### config.mk
export PLATFORM = sky130hd
export DESIGN_NAME = flash_read_arbiter
export DESIGN_NICKNAME = d
export VERILOG_FILES = /design/src/rtl/flash_arb_pkg.sv /design/src/rtl/rr_arb2.sv /design/src/rtl/flash_read_arbiter.sv
export SDC_FILE = /design/constraint.sdc
export NUM_CORES = 1
export LEC_CHECK = 0
export BUFFER_PORTS_ARGS = -buffer_cell sky130_fd_sc_hd__buf_2
export CORE_AREA = 4 4 121 123
export DETAILED_ROUTE_END_ITERATION = 6
export DIE_AREA = 0 0 125 127
export GPL_TIMING_DRIVEN = 0
export PLACE_DENSITY_LB_ADDON = 0.1
export SYNTH_ARGS = -nofsm -noshare
export SYNTH_HDL_FRONTEND = slang
export SYNTH_HIERARCHICAL = 1
export SYNTH_SLANG_ARGS = --single-unit
### constraint.sdc
create_clock -name clk -period 3.5 [get_ports clk]
set_input_delay 0.175 -clock clk [delete_from_list [all_inputs] [get_ports clk]]
set_output_delay 0.175 -clock clk [all_outputs]
set_load 0.02 [all_outputs]
### src/rtl/flash_arb_pkg.sv
// Shared types and constants for the two-port flash read arbiter.
package flash_arb_pkg;

    typedef enum logic [1:0] {
        IDLE    = 2'd0,
        ISSUE   = 2'd1,
        RELEASE = 2'd2,
        ACK     = 2'd3
    } state_t;

    localparam logic PORT_A = 1'b0;
    localparam logic PORT_B = 1'b1;

endpackage

### src/rtl/rr_arb2.sv
// Combinational two-way round-robin pick between requesters A and B.
module rr_arb2
    import flash_arb_pkg::*;
(
    input  logic req_a,
    input  logic req_b,
    input  logic last_b,
    output logic gnt_valid,
    output logic gnt_b
);

    // On a tie, B wins only if A was the last port served.
    always_comb begin
        gnt_valid = req_a | req_b;
        gnt_b     = req_b & (~req_a | (last_b == PORT_A));
    end

endmodule

### src/rtl/flash_read_arbiter.sv
// Shares one SPI flash read engine between a boot copier (A) and an XIP fetch path (B).
module flash_read_arbiter
    import flash_arb_pkg::*;
#(
    parameter int ADDR_W       = 24,
    parameter bit RESET_PRIO_A = 1'b1
) (
    input  logic              clk,
    input  logic              n_reset,

    input  logic              a_req,
    input  logic [ADDR_W-1:0] a_addr,
    input  logic [ADDR_W-1:0] a_count,
    output logic              a_strobe,
    output logic [31:0]       a_data,
    output logic              a_ack,
    output logic              a_err,

    input  logic              b_req,
    input  logic [ADDR_W-1:0] b_addr,
    input  logic [ADDR_W-1:0] b_count,
    output logic              b_strobe,
    output logic [31:0]       b_data,
    output logic              b_ack,
    output logic              b_err,

    output logic              rd_start,
    output logic [ADDR_W-1:0] rd_address,
    output logic [ADDR_W-1:0] rd_word_count,
    input  logic              rd_strobe,
    input  logic [31:0]       rd_data,
    input  logic              rd_done,

    output logic              busy,
    output logic              grant_b
);

    state_t            state;
    state_t            state_nxt;
    logic              last_b;
    logic              gnt_valid;
    logic              gnt_pick_b;
    logic [ADDR_W-1:0] sel_addr;
    logic [ADDR_W-1:0] sel_count;
    logic [ADDR_W-1:0] word_cnt;
    logic              xfer_err;
    logic              ack_cycle;
    logic              fwd;

    rr_arb2 u_rr_arb2 (
        .req_a     (a_req),
        .req_b     (b_req),
        .last_b    (last_b),
        .gnt_valid (gnt_valid),
        .gnt_b     (gnt_pick_b)
    );

    always_comb begin
        sel_addr  = gnt_pick_b ? b_addr  : a_addr;
        sel_count = gnt_pick_b ? b_count : a_count;
    end

    always_comb begin
        state_nxt = state;
        case (state)
            IDLE:    if (gnt_valid) state_nxt = (sel_count == '0) ? ACK : ISSUE;
            ISSUE:   if (rd_done)   state_nxt = RELEASE;
            RELEASE: if (!rd_done)  state_nxt = ACK;
            ACK:     state_nxt = IDLE;
            default: state_nxt = IDLE;
        endcase
    end

    always_ff @(posedge clk or negedge n_reset) begin
        if (!n_reset) state <= IDLE;
        else          state <= state_nxt;
    end

    // Strobes are forwarded through RELEASE too, so a word racing rd_done is never lost.
    assign fwd = rd_strobe && (state == ISSUE || state == RELEASE);

    always_ff @(posedge clk or negedge n_reset) begin
        if (!n_reset) begin
            rd_start      <= 1'b0;
            rd_address    <= '0;
            rd_word_count <= '0;
            grant_b       <= PORT_A;
            last_b        <= RESET_PRIO_A;
            word_cnt      <= '0;
            a_strobe      <= 1'b0;
            a_data        <= '0;
            b_strobe      <= 1'b0;
            b_data        <= '0;
        end else begin
            a_strobe <= 1'b0;
            b_strobe <= 1'b0;

            if (state == IDLE && gnt_valid) begin
                rd_address    <= sel_addr;
                rd_word_count <= sel_count;
                grant_b       <= gnt_pick_b;
                last_b        <= gnt_pick_b;
                word_cnt      <= '0;
                rd_start      <= (sel_count != '0);
            end

            if (state == ISSUE && rd_done)
                rd_start <= 1'b0;

            if (fwd) begin
                word_cnt <= word_cnt + ADDR_W'(1);
                if (grant_b == PORT_B) begin
                    b_strobe <= 1'b1;
                    b_data   <= rd_data;
                end else begin
                    a_strobe <= 1'b1;
                    a_data   <= rd_data;
                end
            end
        end
    end

    // A zero count is always an error even though the counter trivially matches it.
    always_comb begin
        busy      = (state != IDLE);
        ack_cycle = (state == ACK);
        xfer_err  = (rd_word_count == '0) || (word_cnt != rd_word_count);
        a_ack     = ack_cycle && (grant_b == PORT_A);
        b_ack     = ack_cycle && (grant_b == PORT_B);
        a_err     = a_ack && xfer_err;
        b_err     = b_ack && xfer_err;
    end

endmodule

==> flow_summary.ini <==
[placement]
dp_hpwl_mm = 15.44
dp_cells = 1086
port_buffers = 254
place_congestion = 0.9417

[global_route]
antenna_found_initial = 0
grt_first_pass_wirelength_mm = 32.23
grt_pass1_vias = 6156
grt_usage_pct = 25.54
grt_overflow = 0
grt_max_degree = 87

[layout]
fin_cells = 1151
fillerInstances = 1106
syn_to_final_growth_pct = 37.05
fin_util_pct = 66.93
final_layout_size_suffix_gt1_share_pct = 32.96
n_antenna_cell = 0
final_nets = 1099

[timing]
relSlewSlack_pct = 61.26
post-route-min-period_ns = 2.292
rsz0062_at_grt = false
setup_viol = 0
hold_violations = 0
fmax_mhz = 436.4
holdWs_ns = 0.04102
finalMaxSlewViolations = 0
clock_skew_ns = 0.008207
tns_ns = 0
fin_crit_sh_pct = 65.47
tightest_slew_ns = 0.5758

[detailed_routing]
drtPass1Iterations = 5
drt_iter0_markers = 425
vias = 6091
antenna_left = 0
wl_mm = 20.14
post_drt_wl_per_cell_um = 17.50
avgViaCountPerCell = 5.292
drc_errors = 0

[logic_synthesis]
synth_flop_cell = dfrtp_1
synth-edff-count = 0
synth-seq-cells = 143
yosysWarnings = 6
synth_seq_area_share_pct = 53.64
avgSynthCellArea_um2 = 10.25
async_flop_share_pct = 100.0
synth_cell_types = 50
synth_cells = 651
synthesis.area_um2 = 6674
synth_fp_nets = 791

[setup_path]
cp-end-kind = flop
crit_top_cell = buf_2
worst-setup-path-type = flop to flop
crit_required_ns = 3.81
critPathMaxStageDelay_ns = 0.39
cp_slowest_cell = dfrtp_1
worstPathArrival_ns = 2.60
critPathLaunchType = flop
path_cells = inv_1 > ha_1 > and2_1 > buf_2 > nand2_1 > buf_2 > mux2_2
rrSetupSlack_ns = 1.21
worstPathMaxFanout = 10

[clock_network]
cts_tree = yes
cts_made_buffers = 17
cts.sinks = 143
htreeDepth = 4
cts_root_buffer = clkbuf_16
post-cts-setup-buffers = 0
clock_latency_ns = 0.42
clk_pin_slew_ns = 0.06
ctsLongestPathBuffers = 2

[power]
fin_total_pwr_uw = 8217
powerDensity_nw_per_um2 = 898.4
p_int_uw = 4736
pwr-share-seq_pct = 35.0
combPwrFrac_pct = 42.4
sw_frac_of_total_pct = 42.36
clkPwrFrac_pct = 22.5
p_leak_uw = 0.004672
ir_drop_mv = 0.4412
switchingPower_uw = 3480

[floorplanning]
ios = 255
core_area_um2 = 13670
die_w_um = 125
start_util_pct = 48.84
row_count = 43
die_y_um = 127
dieArea_um2 = 15880

[outcome]
status = finished clean

[run]
drv_cap = 0

[min_path]
hold_class = input pin to flop
==> cell usage in the layout (no fill, tap or decap), types with 4 or more instances in the layout <==
cell           synthesis  routed
buf_2                 14     267
nand2_1              173     173
dfrtp_1              142     142
o21ai_0               63      63
mux2i_1               56      56
dlygate4sd3_1          0      34
clkbuf_1              21      22
nor4_1                20      20
mux2_1                20      20
clkbuf_16              0      17
xnor2_1               16      16
nand4_1               15      15
mux2_2                12      12
inv_1                  8       8
xor2_1                 8       8
nand3_1                8       8
nor2_1                 7       7
and3_1                 6       6
ha_1                   6       6
nor3_1                 4       4
a21oi_1                4       4
==> area by class of cell <==
class	count	area (µm²)	share of cell area, %
buffer	37	163.9	1.792
timing repair buffer	289	1645	17.99
clock inverter	12	158.9	1.737
clock buffer	19	442.9	4.843
inverter	9	33.78	0.3694
tap	180	225.2	2.462
multi-input combinational	462	2897	31.67
sequential	143	3580	39.14
==> state kept, by name, indices dropped and copies added, names as in the netlist <==
signal	count
b_strobe	1
a_data	32
word_cnt	24
last_b	1
b_data	32
grant_b	1
state	2
rd_word_count	24
rd_start	1
rd_address	24
a_strobe	1
==> worst max-delay path: cells and delay by family (launching register included) <==
family / cells / cell delay (ns)
buffers and inverters: 3 / 0.61
and+or+nand+nor: 2 / 0.45
DFF: 1 / 0.39
muxes: 1 / 0.38
adders and majority gates: 1 / 0.35
==> through the flow <==
step / setup slack, ns / instance area [µm²]
5_1_grt: 1.066 / 9146
6_report: 1.208 / 9146
3_3_place_gp: 0.2871 / 8170
3_5_place_dp: 1.207 / 8204
2_1_floorplan: 1.573 / 6674
4_1_cts: 1.190 / 9146
==> routing by layer <==
| metal | up-vias | part of all wire [%] | GRT usage, % |
|---|---|---|---|
| li1 | 2882 | - | - |
| met4 | 0 | 2.0 | 7.972 |
| met5 | - | 0 | 0 |
| met2 | 238 | 51 | 44.32 |
| met3 | 29 | 7.2 | 7.609 |
| met1 | 2942 | 39 | 30.88 |
==> Yosys cell counts (4+ instances only) <==
master	n	share of area [%]
ha_1	6	1.1
o21ai_0	63	4.7
nand3_1	8	0.60
inv_1	8	0.45
nor2_1	7	0.39
a21oi_1	4	0.30
nor4_1	20	1.9
dfrtp_1	142	53
mux2_1	20	3.4
nor3_1	4	0.30
nand4_1	15	1.4
buf_2	14	1.0
xnor2_1	16	2.1
nand2_1	173	9.7
xor2_1	8	1.0
mux2_2	12	2.0
and3_1	6	0.56
clkbuf_1	21	1.2
mux2i_1	56	8.4
==> logic make-up after synthesis <==
| group | Yosys count | synth area share [%] |
|---|---|---|
| multiplexers | 88 | 13.80 |
| adder cells (fa/ha/maj) | 6 | 1.125 |
| AND/OR/NAND/NOR | 250 | 17.06 |
| flip-flops | 143 | 53.64 |
| XOR/XNOR | 24 | 3.150 |
| buffers and inverters | 46 | 2.962 |
| AO/OA/AOI/OAI | 94 | 8.268 |
==> power groups by stage <==
| stage | logic [µW] | clock network [µW] | registers [µW] |
|---|---|---|---|
| after CTS | 3520 | 1870 | 2870 |
| after global routing | 3790 | 1950 | 2960 |
| after global placement | 3400 | 0 | 2860 |
| after floorplan | 1400 | 0 | 3590 |
| final | 3490 | 1850 | 2880 |
| after detailed placement | 3480 | 0 | 2890 |
==> repair_timing <==
action,4_1_cts,5_1_grt
endpoints found under the hold margin,118,0
hold buffers,34,0
gates resized for setup,0,0
==> final timing paths <==
check,from,end,cells after the start
setup / recovery,state[0]$_DFFE_PN0P_,b_data[7]$_DFFE_PN0P_,7
hold / removal,a_addr[22],rd_address[22]$_DFFE_PN0P_,3
setup reg to reg,state[0]$_DFFE_PN0P_,b_data[7]$_DFFE_PN0P_,7
max in group asynchronous,n_reset,last_b$_DFFE_PN1P_,3
min in group asynchronous,n_reset,word_cnt[6]$_DFFE_PN0P_,2
hold reg to reg,last_b$_DFFE_PN1P_,last_b$_DFFE_PN1P_,2
(Power assumes the default switching activity.)
